<file path="config.mk">
export PLATFORM = sky130hd
export DESIGN_NAME = axi_lite_reg_slave
export DESIGN_NICKNAME = d
export VERILOG_FILES = /design/src/rtl/axi_lite_pkg.sv /design/src/rtl/axi_lite_reg_decode.sv /design/src/rtl/axi_lite_reg_slave.sv
export SDC_FILE = /design/constraint.sdc
export NUM_CORES = 1
export LEC_CHECK = 0
export CORE_ASPECT_RATIO = 1.25
export CORE_MARGIN = 1.5
export CORE_UTILIZATION = 40
export CTS_BUF_LIST = sky130_fd_sc_hd__clkbuf_8 sky130_fd_sc_hd__clkbuf_16
export CTS_CLUSTER_DIAMETER = 40
export DETAILED_ROUTE_END_ITERATION = 10
export MAX_ROUTING_LAYER = met4
export PLACE_DENSITY = 0.71
export RECOVER_POWER = 100
export SETUP_SLACK_MARGIN = 0.05
export SLEW_MARGIN = 10
export SYNTH_ARGS = -nofsm -noshare
export SYNTH_HDL_FRONTEND = slang
export SYNTH_HIERARCHICAL = 1
export SYNTH_SLANG_ARGS = --single-unit
</file>
<file path="constraint.sdc">
create_clock -name s_axi_aclk -period 3.25 [get_ports s_axi_aclk]
set_input_delay 0.4875 -clock s_axi_aclk [delete_from_list [all_inputs] [get_ports s_axi_aclk]]
set_output_delay 0.4875 -clock s_axi_aclk [all_outputs]
set_load 0.02 [all_outputs]
</file>
<file path="src/rtl/axi_lite_pkg.sv">
// Shared constants and FSM state types for the AXI-Lite register slave.
// Holds response codes, register byte offsets, register indices and the
// read/write FSM state enums used by axi_lite_reg_slave and its decoder.
package axi_lite_pkg;

  // AXI response codes
  localparam int unsigned RESP_OKAY   = 0;
  localparam int unsigned RESP_SLVERR = 2;

  // Register byte offsets relative to BASE_ADDR
  localparam int unsigned OFFS_CTRL0  = 0;
  localparam int unsigned OFFS_CTRL1  = 4;
  localparam int unsigned OFFS_SUM    = 8;
  localparam int unsigned OFFS_WCOUNT = 12;

  // Register index (offset / 4)
  localparam int unsigned REG_IDX_WIDTH = 2;
  localparam logic [REG_IDX_WIDTH-1:0] IDX_CTRL0  = REG_IDX_WIDTH'(OFFS_CTRL0 / 4);
  localparam logic [REG_IDX_WIDTH-1:0] IDX_CTRL1  = REG_IDX_WIDTH'(OFFS_CTRL1 / 4);
  localparam logic [REG_IDX_WIDTH-1:0] IDX_SUM    = REG_IDX_WIDTH'(OFFS_SUM / 4);
  localparam logic [REG_IDX_WIDTH-1:0] IDX_WCOUNT = REG_IDX_WIDTH'(OFFS_WCOUNT / 4);

  // Write channel FSM states
  typedef enum logic [1:0] {
    W_IDLE      = 2'd0,
    W_WAIT_DATA = 2'd1,
    W_WAIT_ADDR = 2'd2,
    W_RESP      = 2'd3
  } w_state_e;

  // Read channel FSM states
  typedef enum logic {
    R_IDLE = 1'b0,
    R_DATA = 1'b1
  } r_state_e;

endpackage

</file>
<file path="src/rtl/axi_lite_reg_decode.sv">
// Combinational address decoder for the register map.
// Ports:
//   i_addr   - byte address from the bus
//   o_idx    - register index (offset / 4)
//   o_rd_ok  - address is aligned and inside the map (readable)
//   o_wr_ok  - address is readable and targets a writable register
module axi_lite_reg_decode
  import axi_lite_pkg::*;
#(
  parameter int unsigned ADDR_WIDTH = 8,
  parameter int unsigned BASE_ADDR  = 0
) (
  input  logic [ADDR_WIDTH-1:0]    i_addr,
  output logic [REG_IDX_WIDTH-1:0] o_idx,
  output logic                     o_rd_ok,
  output logic                     o_wr_ok
);

  logic [ADDR_WIDTH-1:0] w_offset;
  logic                  w_in_map;

  // Offset wraps modulo 2^ADDR_WIDTH, so addresses below BASE_ADDR land high and fail the range test
  assign w_offset = i_addr - ADDR_WIDTH'(BASE_ADDR);
  assign w_in_map = (w_offset[1:0] == 2'b00) && (w_offset <= ADDR_WIDTH'(OFFS_WCOUNT));

  assign o_idx   = w_offset[3:2];
  assign o_rd_ok = w_in_map;
  assign o_wr_ok = w_in_map && ((o_idx == IDX_CTRL0) || (o_idx == IDX_CTRL1));

endmodule

</file>
<file path="src/rtl/axi_lite_reg_slave.sv">
// AXI-Lite slave with four 32-bit-spaced registers:
//   CTRL0 (RW), CTRL1 (RW), SUM = CTRL0+CTRL1 (RO), WCOUNT = OKAY write count (RO).
// Independent write and read FSMs; all bus outputs are registered.
// Ports:
//   s_axi_aclk / s_axi_areset          - clock, synchronous active-high reset
//   s_axi_aw* / s_axi_w* / s_axi_b*    - write address, data and response channels
//   s_axi_ar* / s_axi_r*               - read address and data channels
//   s_axi_wstrb has one extra top bit that is ignored
module axi_lite_reg_slave
  import axi_lite_pkg::*;
#(
  parameter int unsigned DATA_WIDTH = 32,
  parameter int unsigned ADDR_WIDTH = 8,
  parameter int unsigned RESP_WIDTH = 3,
  parameter int unsigned BASE_ADDR  = 0
) (
  input  logic                    s_axi_aclk,
  input  logic                    s_axi_areset,
  input  logic [ADDR_WIDTH-1:0]   s_axi_awaddr,
  input  logic                    s_axi_awvalid,
  output logic                    s_axi_awready,
  input  logic [DATA_WIDTH-1:0]   s_axi_wdata,
  input  logic [DATA_WIDTH/8:0]   s_axi_wstrb,
  input  logic                    s_axi_wvalid,
  output logic                    s_axi_wready,
  output logic [RESP_WIDTH-1:0]   s_axi_bresp,
  output logic                    s_axi_bvalid,
  input  logic                    s_axi_bready,
  input  logic [ADDR_WIDTH-1:0]   s_axi_araddr,
  input  logic                    s_axi_arvalid,
  output logic                    s_axi_arready,
  output logic [DATA_WIDTH-1:0]   s_axi_rdata,
  output logic [RESP_WIDTH-1:0]   s_axi_rresp,
  output logic                    s_axi_rvalid,
  input  logic                    s_axi_rready
);

  localparam int unsigned NBYTES = DATA_WIDTH / 8;

  // Register file
  logic [DATA_WIDTH-1:0] r_ctrl0;
  logic [DATA_WIDTH-1:0] r_ctrl1;
  logic [DATA_WIDTH-1:0] r_wcount;
  logic [DATA_WIDTH-1:0] w_sum;

  // Write channel state and captured transaction
  w_state_e              r_wstate;
  w_state_e              w_wstate_nxt;
  logic                  r_awready;
  logic                  r_wready;
  logic                  r_bvalid;
  logic [RESP_WIDTH-1:0] r_bresp;
  logic                  w_awready_nxt;
  logic                  w_wready_nxt;
  logic                  w_bvalid_nxt;
  logic [RESP_WIDTH-1:0] w_bresp_nxt;
  logic                  w_commit;
  logic [ADDR_WIDTH-1:0] r_awaddr;
  logic [DATA_WIDTH-1:0] r_wdata;
  logic [NBYTES-1:0]     r_wstrb;

  // Effective write payload at commit time
  logic [ADDR_WIDTH-1:0]    w_wr_addr;
  logic [DATA_WIDTH-1:0]    w_wr_data;
  logic [NBYTES-1:0]        w_wr_strb;
  logic [REG_IDX_WIDTH-1:0] w_wr_idx;
  logic                     w_wr_ok;
  logic                     w_wr_rd_ok;
  logic [DATA_WIDTH-1:0]    w_wr_old;
  logic [DATA_WIDTH-1:0]    w_wr_merged;

  // Read channel state
  r_state_e                 r_rstate;
  r_state_e                 w_rstate_nxt;
  logic                     r_arready;
  logic                     r_rvalid;
  logic [DATA_WIDTH-1:0]    r_rdata;
  logic [RESP_WIDTH-1:0]    r_rresp;
  logic                     w_arready_nxt;
  logic                     w_rvalid_nxt;
  logic [DATA_WIDTH-1:0]    w_rdata_nxt;
  logic [RESP_WIDTH-1:0]    w_rresp_nxt;
  logic [REG_IDX_WIDTH-1:0] w_rd_idx;
  logic                     w_rd_ok;
  logic                     w_rd_wr_ok;
  logic [DATA_WIDTH-1:0]    w_rd_val;

  logic w_aw_hs;
  logic w_w_hs;
  logic w_ar_hs;
  logic w_unused;

  assign w_aw_hs = s_axi_awvalid & r_awready;
  assign w_w_hs  = s_axi_wvalid & r_wready;
  assign w_ar_hs = s_axi_arvalid & r_arready;

  assign w_sum = r_ctrl0 + r_ctrl1;

  assign w_unused = ^{s_axi_wstrb[NBYTES], w_wr_rd_ok, w_rd_wr_ok};

  // Whichever half arrives on the commit edge is taken live; the other comes from its capture register
  assign w_wr_addr = (r_wstate == W_WAIT_DATA) ? r_awaddr : s_axi_awaddr;
  assign w_wr_data = (r_wstate == W_WAIT_ADDR) ? r_wdata  : s_axi_wdata;
  assign w_wr_strb = (r_wstate == W_WAIT_ADDR) ? r_wstrb  : s_axi_wstrb[NBYTES-1:0];

  axi_lite_reg_decode #(
    .ADDR_WIDTH (ADDR_WIDTH),
    .BASE_ADDR  (BASE_ADDR)
  ) u_wr_decode (
    .i_addr  (w_wr_addr),
    .o_idx   (w_wr_idx),
    .o_rd_ok (w_wr_rd_ok),
    .o_wr_ok (w_wr_ok)
  );

  axi_lite_reg_decode #(
    .ADDR_WIDTH (ADDR_WIDTH),
    .BASE_ADDR  (BASE_ADDR)
  ) u_rd_decode (
    .i_addr  (s_axi_araddr),
    .o_idx   (w_rd_idx),
    .o_rd_ok (w_rd_ok),
    .o_wr_ok (w_rd_wr_ok)
  );

  // Byte-lane merge of write data into the targeted control register
  always_comb begin
    w_wr_old    = (w_wr_idx == IDX_CTRL1) ? r_ctrl1 : r_ctrl0;
    w_wr_merged = w_wr_old;
    for (int unsigned i = 0; i < NBYTES; i++) begin
      if (w_wr_strb[i]) begin
        w_wr_merged[i*8 +: 8] = w_wr_data[i*8 +: 8];
      end
    end
  end

  // Read value mux
  always_comb begin
    w_rd_val = r_ctrl0;
    case (w_rd_idx)
      IDX_CTRL0:  w_rd_val = r_ctrl0;
      IDX_CTRL1:  w_rd_val = r_ctrl1;
      IDX_SUM:    w_rd_val = w_sum;
      IDX_WCOUNT: w_rd_val = r_wcount;
      default:    w_rd_val = r_ctrl0;
    endcase
  end

  // Write FSM next-state and next-output logic
  always_comb begin
    w_wstate_nxt  = r_wstate;
    w_awready_nxt = r_awready;
    w_wready_nxt  = r_wready;
    w_bvalid_nxt  = r_bvalid;
    w_bresp_nxt   = r_bresp;
    w_commit      = 1'b0;
    case (r_wstate)
      W_IDLE: begin
        w_awready_nxt = 1'b1;
        w_wready_nxt  = 1'b1;
        if (w_aw_hs && w_w_hs) begin
          w_commit      = 1'b1;
          w_wstate_nxt  = W_RESP;
          w_awready_nxt = 1'b0;
          w_wready_nxt  = 1'b0;
        end else if (w_aw_hs) begin
          w_wstate_nxt  = W_WAIT_DATA;
          w_awready_nxt = 1'b0;
        end else if (w_w_hs) begin
          w_wstate_nxt = W_WAIT_ADDR;
          w_wready_nxt = 1'b0;
        end
      end
      W_WAIT_DATA: begin
        if (w_w_hs) begin
          w_commit     = 1'b1;
          w_wstate_nxt = W_RESP;
          w_wready_nxt = 1'b0;
        end
      end
      W_WAIT_ADDR: begin
        if (w_aw_hs) begin
          w_commit      = 1'b1;
          w_wstate_nxt  = W_RESP;
          w_awready_nxt = 1'b0;
        end
      end
      W_RESP: begin
        if (s_axi_bready) begin
          w_wstate_nxt  = W_IDLE;
          w_bvalid_nxt  = 1'b0;
          w_awready_nxt = 1'b1;
          w_wready_nxt  = 1'b1;
        end
      end
      default: w_wstate_nxt = W_IDLE;
    endcase
    if (w_commit) begin
      w_bvalid_nxt = 1'b1;
      w_bresp_nxt  = w_wr_ok ? RESP_WIDTH'(RESP_OKAY) : RESP_WIDTH'(RESP_SLVERR);
    end
  end

  // Write FSM registers
  always_ff @(posedge s_axi_aclk) begin
    if (s_axi_areset) begin
      r_wstate  <= W_IDLE;
      r_awready <= 1'b0;
      r_wready  <= 1'b0;
      r_bvalid  <= 1'b0;
      r_bresp   <= '0;
    end else begin
      r_wstate  <= w_wstate_nxt;
      r_awready <= w_awready_nxt;
      r_wready  <= w_wready_nxt;
      r_bvalid  <= w_bvalid_nxt;
      r_bresp   <= w_bresp_nxt;
    end
  end

  // Capture address/data at their own handshake; commit into the register file
  always_ff @(posedge s_axi_aclk) begin
    if (s_axi_areset) begin
      r_awaddr <= '0;
      r_wdata  <= '0;
      r_wstrb  <= '0;
      r_ctrl0  <= '0;
      r_ctrl1  <= '0;
      r_wcount <= '0;
    end else begin
      if (w_aw_hs) begin
        r_awaddr <= s_axi_awaddr;
      end
      if (w_w_hs) begin
        r_wdata <= s_axi_wdata;
        r_wstrb <= s_axi_wstrb[NBYTES-1:0];
      end
      if (w_commit && w_wr_ok) begin
        if (w_wr_idx == IDX_CTRL1) begin
          r_ctrl1 <= w_wr_merged;
        end else begin
          r_ctrl0 <= w_wr_merged;
        end
        r_wcount <= r_wcount + DATA_WIDTH'(1);
      end
    end
  end

  // Read FSM next-state and next-output logic
  always_comb begin
    w_rstate_nxt  = r_rstate;
    w_arready_nxt = r_arready;
    w_rvalid_nxt  = r_rvalid;
    w_rdata_nxt   = r_rdata;
    w_rresp_nxt   = r_rresp;
    case (r_rstate)
      R_IDLE: begin
        w_arready_nxt = 1'b1;
        if (w_ar_hs) begin
          w_rstate_nxt  = R_DATA;
          w_arready_nxt = 1'b0;
          w_rvalid_nxt  = 1'b1;
          w_rdata_nxt   = w_rd_ok ? w_rd_val : '0;
          w_rresp_nxt   = w_rd_ok ? RESP_WIDTH'(RESP_OKAY) : RESP_WIDTH'(RESP_SLVERR);
        end
      end
      R_DATA: begin
        if (s_axi_rready) begin
          w_rstate_nxt  = R_IDLE;
          w_rvalid_nxt  = 1'b0;
          w_arready_nxt = 1'b1;
        end
      end
      default: w_rstate_nxt = R_IDLE;
    endcase
  end

  // Read FSM registers
  always_ff @(posedge s_axi_aclk) begin
    if (s_axi_areset) begin
      r_rstate  <= R_IDLE;
      r_arready <= 1'b0;
      r_rvalid  <= 1'b0;
      r_rdata   <= '0;
      r_rresp   <= '0;
    end else begin
      r_rstate  <= w_rstate_nxt;
      r_arready <= w_arready_nxt;
      r_rvalid  <= w_rvalid_nxt;
      r_rdata   <= w_rdata_nxt;
      r_rresp   <= w_rresp_nxt;
    end
  end

  assign s_axi_awready = r_awready;
  assign s_axi_wready  = r_wready;
  assign s_axi_bvalid  = r_bvalid;
  assign s_axi_bresp   = r_bresp;
  assign s_axi_arready = r_arready;
  assign s_axi_rvalid  = r_rvalid;
  assign s_axi_rdata   = r_rdata;
  assign s_axi_rresp   = r_rresp;

endmodule
</file>
Word level (Yosys, flattened, before mapping)
Cells that the tools add are included.

storage, ports and cells
  register bits = 186
  bits in latches = 0
  memory bits (writable) = 0
  bits in read-only memories = 0
  input port bits = 60
  output and inout bits = 43
  logic and storage cells = 106
  memories kept = 0

operators by class
  $add $sub $neg = 2
  multiply operators = 0
  div/mod/pow operators = 0
  order comparisons = 2
  equal/unequal tests = 13
  shift operators = 0
  muxes and demuxes = 45
  bitwise operators = 5
  reduce and logical (&&, ||, !) cells = 23

operator list
  cell                   count
  $pmux 32 s4            1
  $mux 32                3
  $mux 8                 5
  $add 32x1->32 const B  1
  $add 32x32->32         1
  $mux 1                 20
  $le 8x4->1 const B     2
  $mux 2                 8
  $logic_not 2->1        5
  $ne 2x2->1 const B     5
  $reduce_and 2->1       5
  $pmux 1 s3             3
  $eq 2x2->1 const B     4
  $pmux 2 s4             1
  $eq 2x1->1 const B     3
  $pmux 1 s2             3
  $reduce_and 3->1       2
  $reduce_bool 3->1      2
  $logic_and 1x1->1      5
  $mux 4                 1
  $ne 4x4->1 const B     1
  $reduce_and 4->1       1
  $reduce_bool 2->1      2
  $and 1x1->1            3
  2 further kinds        3

Logic depth before layout (Yosys ltp)
Gate-level depths: netlist of run 1.

  word-level depth = 7
  gate-level depth with buffers = 13
  depth with buffers taken out = 12

Hierarchy
The synthesis of run 1 kept the hierarchy.

by module, submodules not included
  module               times used  cells an instance  area each (sq um)  sequential area each (sq um)
  axi_lite_reg_slave   1           1263               10186.0            3643.5
  axi_lite_reg_decode  2           5                  48.8               0.0

Worst setup path before layout of run 1
No wires, ideal clock.

  path type = register to register
  from = reg r_wstate[1]
  to = reg r_wcount[27]
  library setup time = 0.128 ns
  arrival time = 3.357 ns
  data required time = 3.122 ns
  path slack = -0.235 ns
  cell stages (with the launch flop) = 14
  path buffers = 2
  clock period less this slack = 3.485 ns
  cell sequence = dfxtp_1 > inv_1 > ha_1 > clkbuf_1 > mux2_2 > or4_4 > nor4_2 > and2_1 > buf_4 > nand4_2 > nor3_1 > nand4_1 > xor2_1 > nor2_1

on the way
  longest elaborated chain between the ends = 6
  elaborated cells between the ends (all ways) = 13
  classes of those cells = order compare (1); eq/ne (3); mux (2); reduce/logical (7)

RTL lines
  what                      RTL line                   source
  start: declaration        axi_lite_reg_slave.sv:47   w_state_e r_wstate;
  start signal: assignment  axi_lite_reg_slave.sv:213  r_wstate <= w_wstate_nxt;
  $eq 2x1->1                axi_lite_reg_slave.sv:102  assign w_wr_addr = (r_wstate == W_WAIT_DATA) ? r_awaddr : s_axi_awaddr;
  $mux 8                    axi_lite_reg_slave.sv:102
  named net w_wr_addr[4]    axi_lite_reg_slave.sv:63   logic [ADDR_WIDTH-1:0] w_wr_addr;
  $le 8x4->1                axi_lite_reg_decode.sv:24  assign w_in_map = (w_offset[1:0] == 2'b00) && (w_offset <= ADDR_WIDTH'(OFFS_WCOUNT));
  $logic_and 1x1->1         axi_lite_reg_decode.sv:24
  $logic_and 1x1->1         axi_lite_reg_decode.sv:28  assign o_wr_ok = w_in_map && ((o_idx == IDX_CTRL0) || (o_idx == IDX_CTRL1));
  named net w_wr_ok         axi_lite_reg_slave.sv:67   logic w_wr_ok;
  $logic_and 1x1->1         axi_lite_reg_slave.sv:238  if (w_commit && w_wr_ok) begin
  end signal: assignment    axi_lite_reg_slave.sv:244  r_wcount <= r_wcount + DATA_WIDTH'(1);
  end: declaration          axi_lite_reg_slave.sv:43   logic [DATA_WIDTH-1:0] r_wcount;

The timed path passes the listed nets, and every way through them passes these cells.
A chain may end at the register's enable or synchronous reset.

Final worst setup path of run 1
  from = reg r_ctrl0[1]
  to = reg r_rdata[21] (netlist: s_axi_rdata[21])

on the way
  longest elaborated chain between the ends = 3

RTL lines
  what                      RTL line                   source
  start: declaration        axi_lite_reg_slave.sv:41   logic [DATA_WIDTH-1:0] r_ctrl0;
  start signal: assignment  axi_lite_reg_slave.sv:242  r_ctrl0 <= w_wr_merged;
  $add 32x32->32            axi_lite_reg_slave.sv:97   assign w_sum = r_ctrl0 + r_ctrl1;
  $pmux 32 s4               axi_lite_reg_slave.sv:140  case (w_rd_idx)
  $mux 32                   axi_lite_reg_slave.sv:263  w_rdata_nxt = w_rd_ok ? w_rd_val : '0;
  end signal: assignment    axi_lite_reg_slave.sv:290  r_rdata <= w_rdata_nxt;
  end: declaration          axi_lite_reg_slave.sv:77   logic [DATA_WIDTH-1:0] r_rdata;

Every way passes these cells.

==> results of run 1 <==
-- final cells by class --
| type | count | share of cell area, % |
|---|---|---|
| Multi-Input combinational cell | 987 | 50.6 |
| Sequential cell | 182 | 29.7 |
| Timing Repair Buffer | 137 | 10.8 |
| Clock buffer | 17 | 3.47 |
| Tap cell | 335 | 3.42 |
| Clock inverter | 15 | 1.52 |
| Inverter | 15 | 0.459 |
-- registers in the layout, summed over array words and instances (netlist names) --
signal	cells
r_wcount	32
s_axi_arready	1
r_wstate	2
r_wdata	32
s_axi_rvalid	1
r_wstrb	4
s_axi_bvalid	1
r_rstate	1
s_axi_rresp	1
r_ctrl0	32
s_axi_wready	1
s_axi_awready	1
r_awaddr	8
s_axi_bresp	1
s_axi_rdata	32
r_ctrl1	32
-- cell usage in the layout (no fill, tap or decap), types with 15 or more instances in the layout --
| cell | instances |
|---|---|
| sky130_fd_sc_hd__nand2_1 | 279 |
| sky130_fd_sc_hd__dfxtp_1 | 182 |
| sky130_fd_sc_hd__a21oi_1 | 179 |
| sky130_fd_sc_hd__nor2_1 | 74 |
| sky130_fd_sc_hd__clkdlybuf4s50_1 | 54 |
| sky130_fd_sc_hd__dlygate4sd3_1 | 41 |
| sky130_fd_sc_hd__mux2i_1 | 40 |
| sky130_fd_sc_hd__a211oi_1 | 39 |
| sky130_fd_sc_hd__o21ai_0 | 37 |
| sky130_fd_sc_hd__nor2b_1 | 37 |
| sky130_fd_sc_hd__ha_1 | 37 |
| sky130_fd_sc_hd__xor2_1 | 33 |
| sky130_fd_sc_hd__xnor2_1 | 25 |
| sky130_fd_sc_hd__buf_4 | 23 |
| sky130_fd_sc_hd__mux2_2 | 22 |
| sky130_fd_sc_hd__nand3_1 | 21 |
| sky130_fd_sc_hd__mux4_2 | 17 |
| sky130_fd_sc_hd__clkbuf_16 | 17 |
| sky130_fd_sc_hd__inv_1 | 15 |
-- report_power, final --
group | switching [uW] | internal (uW)
Combinational | 836 | 566
Sequential | 54.6 | 2330
Clock | 1010 | 1170
Total | 1900 | 4070
-- layer usage --
| layer | vias up | wire, um | track usage [%] |
|---|---|---|---|
| met1 | 4259 | 12100 | 26.4 |
| met3 | 27 | 1160 | 3.65 |
| li1 | 4607 | - | - |
| met4 | 0 | 359 | 5.66 |
| met5 | - | 0 | - |
| met2 | 218 | 12400 | 33.3 |
-- worst paths after layout --
kind              startpoint         endpoint  cells past startpoint
min          s_axi_rdata[24]  s_axi_rdata[24]                      2
max reg2reg       r_ctrl0[1]  s_axi_rdata[21]                     10
min reg2reg  s_axi_rdata[24]  s_axi_rdata[24]                      2
max               r_ctrl0[1]  s_axi_rdata[21]                     10
-- per-stage QoR --
| stage | worst slack, ps | total power [uW] | setup TNS (ps) | std cells |
|---|---|---|---|---|
| 2_1_floorplan | 177 | 3460 | 0 | 1274 |
| 3_3_place_gp | -16.5 | 3820 | -16.5 | 1656 |
| 3_5_place_dp | -35.8 | 3850 | -56.3 | 1656 |
| 4_1_cts | 109 | 6020 | 0 | 1688 |
| 5_1_grt | 40.0 | 6270 | 0 | 1688 |
| 6_report | 177 | 5970 | 0 | 1688 |
-- tightest hold or removal path: stages (launching register included) --
cell and delay, ps:
sky130_fd_sc_hd__dfxtp_1 310, sky130_fd_sc_hd__nand2_1 50, sky130_fd_sc_hd__a21oi_1 50
-- timing repair --
action                     in CTS  in global routing
setup buffers                   0                  0
hold endpoints to repair        0                  0
setup endpoints to repair       0                 22
resized for setup               0                  4
==> impl_metrics.csv, run 1 <==
group,metric,value,unit
drt,avgViaCountPerCell,5.40,
sta,period_needed,3070,ps
logic_synthesis,yosys_warnings,6,
placement,io_buffers,97,
final_layout,design.final.nets,1439,
clocking,cts_max_path_buffers,2,
sta,timing.final.max_slew_violations,0,
sta,timing_hold_violations_final,0,
die,rows,65,
worst_setup_path,top_fanout_value_on_the_critical_path,5,
worst_setup_path,cp_top_family,"compound AO/OA/AOI/OAI gates",
drt,vias,9111,
die,die_h,182,um
final_layout,antenna_cells_inserted,0,
drt,ant_nets,0,
clocking,cts-buffers-inserted,17,
clocking,clock-root-buffer,"sky130_fd_sc_hd__clkbuf_16",
worst_setup_path,worst-endpoint-arrival,3420,ps
final_layout,num-fill-cells,2473,
run_status,outcome,"finished clean",
worst_setup_path,timing.critical_path.required,3600,ps
clocking,cts.reportedPaths.clkPinSlew,80,ps
grt,grt_first_pass_wirelength,43500,um
drt,routed_wire_length_per_instance,15.5,um
sta,hold-worst-slack,449,ps
sta,rsz_0062_raised_after_global_routing,"yes",
worst_hold_path,worstHoldPathType,"reg2reg",
sta,worst_slew_pin_slew,1420,ps
final_layout,layout-area-overhead-vs-synth,19.5,%
logic_synthesis,synthesis.area,10300,um2
die,die_area,26600,um2
logic_synthesis,syn_inst,1271,
placement,place_hpwl,18700,um
grt,grt_start_max_net_pins,121,
clocking,holdBufCountCts,0,
clocking,insertion_delay,450,ps
sta,setup_viol_count_final,0,
die,width_of_the_die,146,um
final_layout,final-seq-area,3640,um2
worst_setup_path,setup.worst_path.class,"reg2reg",
grt,globalRoute.totalOverflow,0,
worst_setup_path,crit_path_cell_trace,"ha_1 -> a211oi_2 -> o21ai_2 -> a31o_2 -> a41oi_2 -> a31oi_1 -> a221oi_2 -> nor2b_1 -> or4_1 -> a32o_1",
sta,maxSlewHeadroom,5.12,%
sta,finalCritPeriodShare,94.6,%
drt,detail_route.iter0.violations,717,
clocking,cts_tree,"done",
worst_setup_path,critPathLaunchType,"flop",
worst_setup_path,crit_path_end_kind,"flop",
flow_run,max_cap_viol_count,0,
logic_synthesis,synthesis.area_per_instance,8.07,um2
pwr,vdd.ir_drop.worst,519,uV
sta,maximum_clock_skew_at_final_layout,12.6,ps
die,io_pins,103,
final_layout,post-route-util,48.6,%
pwr,total_leakage_power,0.00473,uW
worst_setup_path,reg2reg_setup_slack,180,ps
worst_setup_path,path_buf_inv,0,
clocking,cts_max_level,4,
final_layout,multi_input_comb_area,6210,um2
sta,fmax,325,MHz
die,initial_utilization,40.7,%
placement,place_area,11700,um2
drt,first_pass_iters,7,
grt,antenna_violations_before_repair,0,
worst_setup_path,critical-path-max-stage-delay,400,ps
final_layout,proportion_of_layout_cells_with_a_drive_suffix_above_1,9.46,%
pwr,cell_area_power_density,487,nW/um2
die,core_area,25200,um2
final_layout,final_area,12300,um2
grt,track_usage,20.6,%
worst_setup_path,worst_path_max_delay_cell,"sky130_fd_sc_hd__or4_1",
grt,number_of_global_route_vias_before_repair,8753,
drt,routed_wirelength,26100,um
placement,routability_congestion_estimate,0.927,
drt,route.detailed.drc,0,
clocking,clock_sinks,182,
Note: power is estimated with default switching activity, not from simulation.
==> inputs of run 2 (changes only) <==
PLACE_DENSITY = 0.68   (was 0.71)
clock period = 3.26 ns   (was 3.25 ns; I/O delays follow)
==> impl_metrics.csv, run 2 (synthesized netlist as in run 1, its figures left out) <==
group,metric,value,unit
run_status,outcome,"complete, but fails checks",
run_status,violations,"max-capacitance violations, max-slew violations",
sta,worst_slew_pin_slew,1670,ps
drt,routed_wirelength,25900,um
sta,timing_hold_violations_final,0,
worst_setup_path,crit_path_cell_trace,"ha_1 -> a211oi_2 -> o21ai_1 -> a31o_2 -> a41oi_2 -> a31oi_1 -> a221oi_4 -> nor2b_1 -> or4_1 -> a32o_1",
clocking,cts-buffers-inserted,17,
placement,post-place-cells,1655,
worst_setup_path,crit_path_end_kind,"flop",
final_layout,design.final.nets,1439,
drt,vias,9143,
final_layout,layout.cells.most_common_list,"sky130_fd_sc_hd__nand2_1, sky130_fd_sc_hd__dfxtp_1, sky130_fd_sc_hd__a21oi_1",
clocking,cts_max_path_buffers,2,
final_layout,final_area,12200,um2
sta,period_needed,3140,ps
clocking,clock-root-buffer,"sky130_fd_sc_hd__clkbuf_16",
clocking,cts_max_level,4,
worst_hold_path,timing.hold.worst.start,"s_axi_areset",
sta,setup_viol_count_final,0,
die,width_of_the_die,146,um
final_layout,layout-area-overhead-vs-synth,18.9,%
clocking,clock_sinks,182,
worst_setup_path,r2r-end,"s_axi_rdata[21]",
placement,place_area,11700,um2
final_layout,num-fill-cells,2443,
clocking,cts.reportedPaths.clkPinSlew,80,ps
grt,track_usage,20.2,%
die,initial_utilization,40.7,%
die,io_pins,103,
drt,ant_nets,0,
worst_setup_path,critical-path-max-stage-delay,400,ps
grt,globalRoute.totalOverflow,0,
grt,grt_start_max_net_pins,140,
grt,number_of_global_route_vias_before_repair,8528,
pwr,total_leakage_power,0.00470,uW
clocking,insertion_delay,450,ps
placement,place_hpwl,18500,um
final_layout,stdcell_count,1688,
worst_setup_path,critPathLaunchType,"flop",
sta,fmax,318,MHz
placement,routability_congestion_estimate,0.904,
sta,timing.final.max_slew_violations,38,
final_layout,most_common_cell_after_layout_fill_and_taps_aside,"sky130_fd_sc_hd__nand2_1",
worst_setup_path,reg2reg_setup_slack,120,ps
flow_run,max_cap_viol_count,1,
final_layout,antenna_cells_inserted,0,
worst_setup_path,worst_path_max_delay_cell,"sky130_fd_sc_hd__or4_1",
worst_hold_path,min_path_cells,2,
die,rows,65,
pwr,cell_area_power_density,476,nW/um2
worst_hold_path,worstHoldPathType,"in2reg",
worst_setup_path,worstRegToRegCells,10,
die,die_h,182,um
drt,route.detailed.drc,0,
final_layout,post-route-util,48.4,%
sta,finalCritPeriodShare,96.3,%
worst_setup_path,worst_r2r_startpoint,"r_ctrl0[1]",
placement,io_buffers,97,
die,die_area,26600,um2
drt,avgViaCountPerCell,5.42,
drt,routed_wire_length_per_instance,15.4,um
grt,antenna_violations_before_repair,0,
pwr,vdd.ir_drop.worst,469,uV
worst_setup_path,timing.critical_path.required,3600,ps
clocking,holdBufCountCts,0,
sta,maximum_clock_skew_at_final_layout,15.3,ps
worst_setup_path,worst-endpoint-arrival,3480,ps
worst_setup_path,top_fanout_value_on_the_critical_path,5,
worst_setup_path,timing.critical_path.from,"r_ctrl0[1]",
sta,rsz_0062_raised_after_global_routing,"no",
grt,grt_first_pass_wirelength,42800,um
clocking,cts_tree,"done",
worst_setup_path,setup.worst_path.class,"reg2reg",
drt,first_pass_iters,5,
worst_hold_path,min_to,"r_wcount[17]",
die,core_area,25200,um2
sta,maxSlewHeadroom,-11.4,%
drt,detail_route.iter0.violations,611,
final_layout,proportion_of_layout_cells_with_a_drive_suffix_above_1,9.16,%
run 2: cell type report:
cell class	instances	area, um2	area share (%)
sequential	182	3640	29.9
clock buffer	17	425	3.49
tap	335	419	3.44
inverter	15	56.3	0.462
timing repair buffer	137	1280	10.5
multi-input combinational	987	6220	51.0
clock inverter	15	156	1.28
run 2: what timing repair did:
item                                    in CTS  in global routing
resized for setup                            0                  4
setup buffers                                0                  1
endpoints found under the setup margin       0                 54
run 2: worst max path at each step:
| stage | end | slack [ps] | depth (start not counted) |
|---|---|---|---|
| floorplan | r_wcount[27] | 50 | 13 |
| global placement | r_wcount[23] | -20 | 10 |
| detailed placement | r_wcount[23] | -30 | 10 |
| CTS | r_wcount[22] | 80 | 12 |
| global route | r_wcount[22] | 30 | 12 |
| finish | s_axi_rdata[21] | 120 | 10 |
run 2: power by group:
| part | switching (uW) | total (uW) | internal [uW] | leakage (uW) |
|---|---|---|---|---|
| Sequential | 54.3 | 2380 | 2320 | 0.00147 |
| Combinational | 825 | 1380 | 553 | 0.00295 |
| Clock | 1020 | 2050 | 1030 | 0.000285 |
run 2: stage by stage:
stage               setup TNS [ps]  power [uW]  worst slack [ps]  hold slack [ps]
global placement             -16.7        3810             -15.9              438
global route                     0        6130              31.9              420
finish                           0        5800               119              414
CTS                              0        5890              81.2              400
detailed placement           -62.1        3840             -34.7              447
floorplan                        0        3450              50.1              433
run 2: worst max-delay path: cells and delay by family (launching register included):
kind / cells / cell delay, ps
AO/OA/AOI/OAI: 7 / 1840
flip-flops: 1 / 350
AND/OR/NAND/NOR: 2 / 500
adder cells (fa/ha/maj): 1 / 340
run 2: layer usage:
layer  share of wire, %  vias to the layer above  GRT usage, %
met5                  0                        -             -
met3                4.7                       32          3.30
met1                 46                     4265          26.3
li1                   -                     4609             -
met4                1.8                        0          6.87
met2                 47                      237          31.8
==> inputs of run 3 (changes only) <==
HOLD_SLACK_MARGIN = 0.15   (was unset)
==> results of run 3 <==
Same layout as run 2: the final DEF is identical, and so are final timing and power.
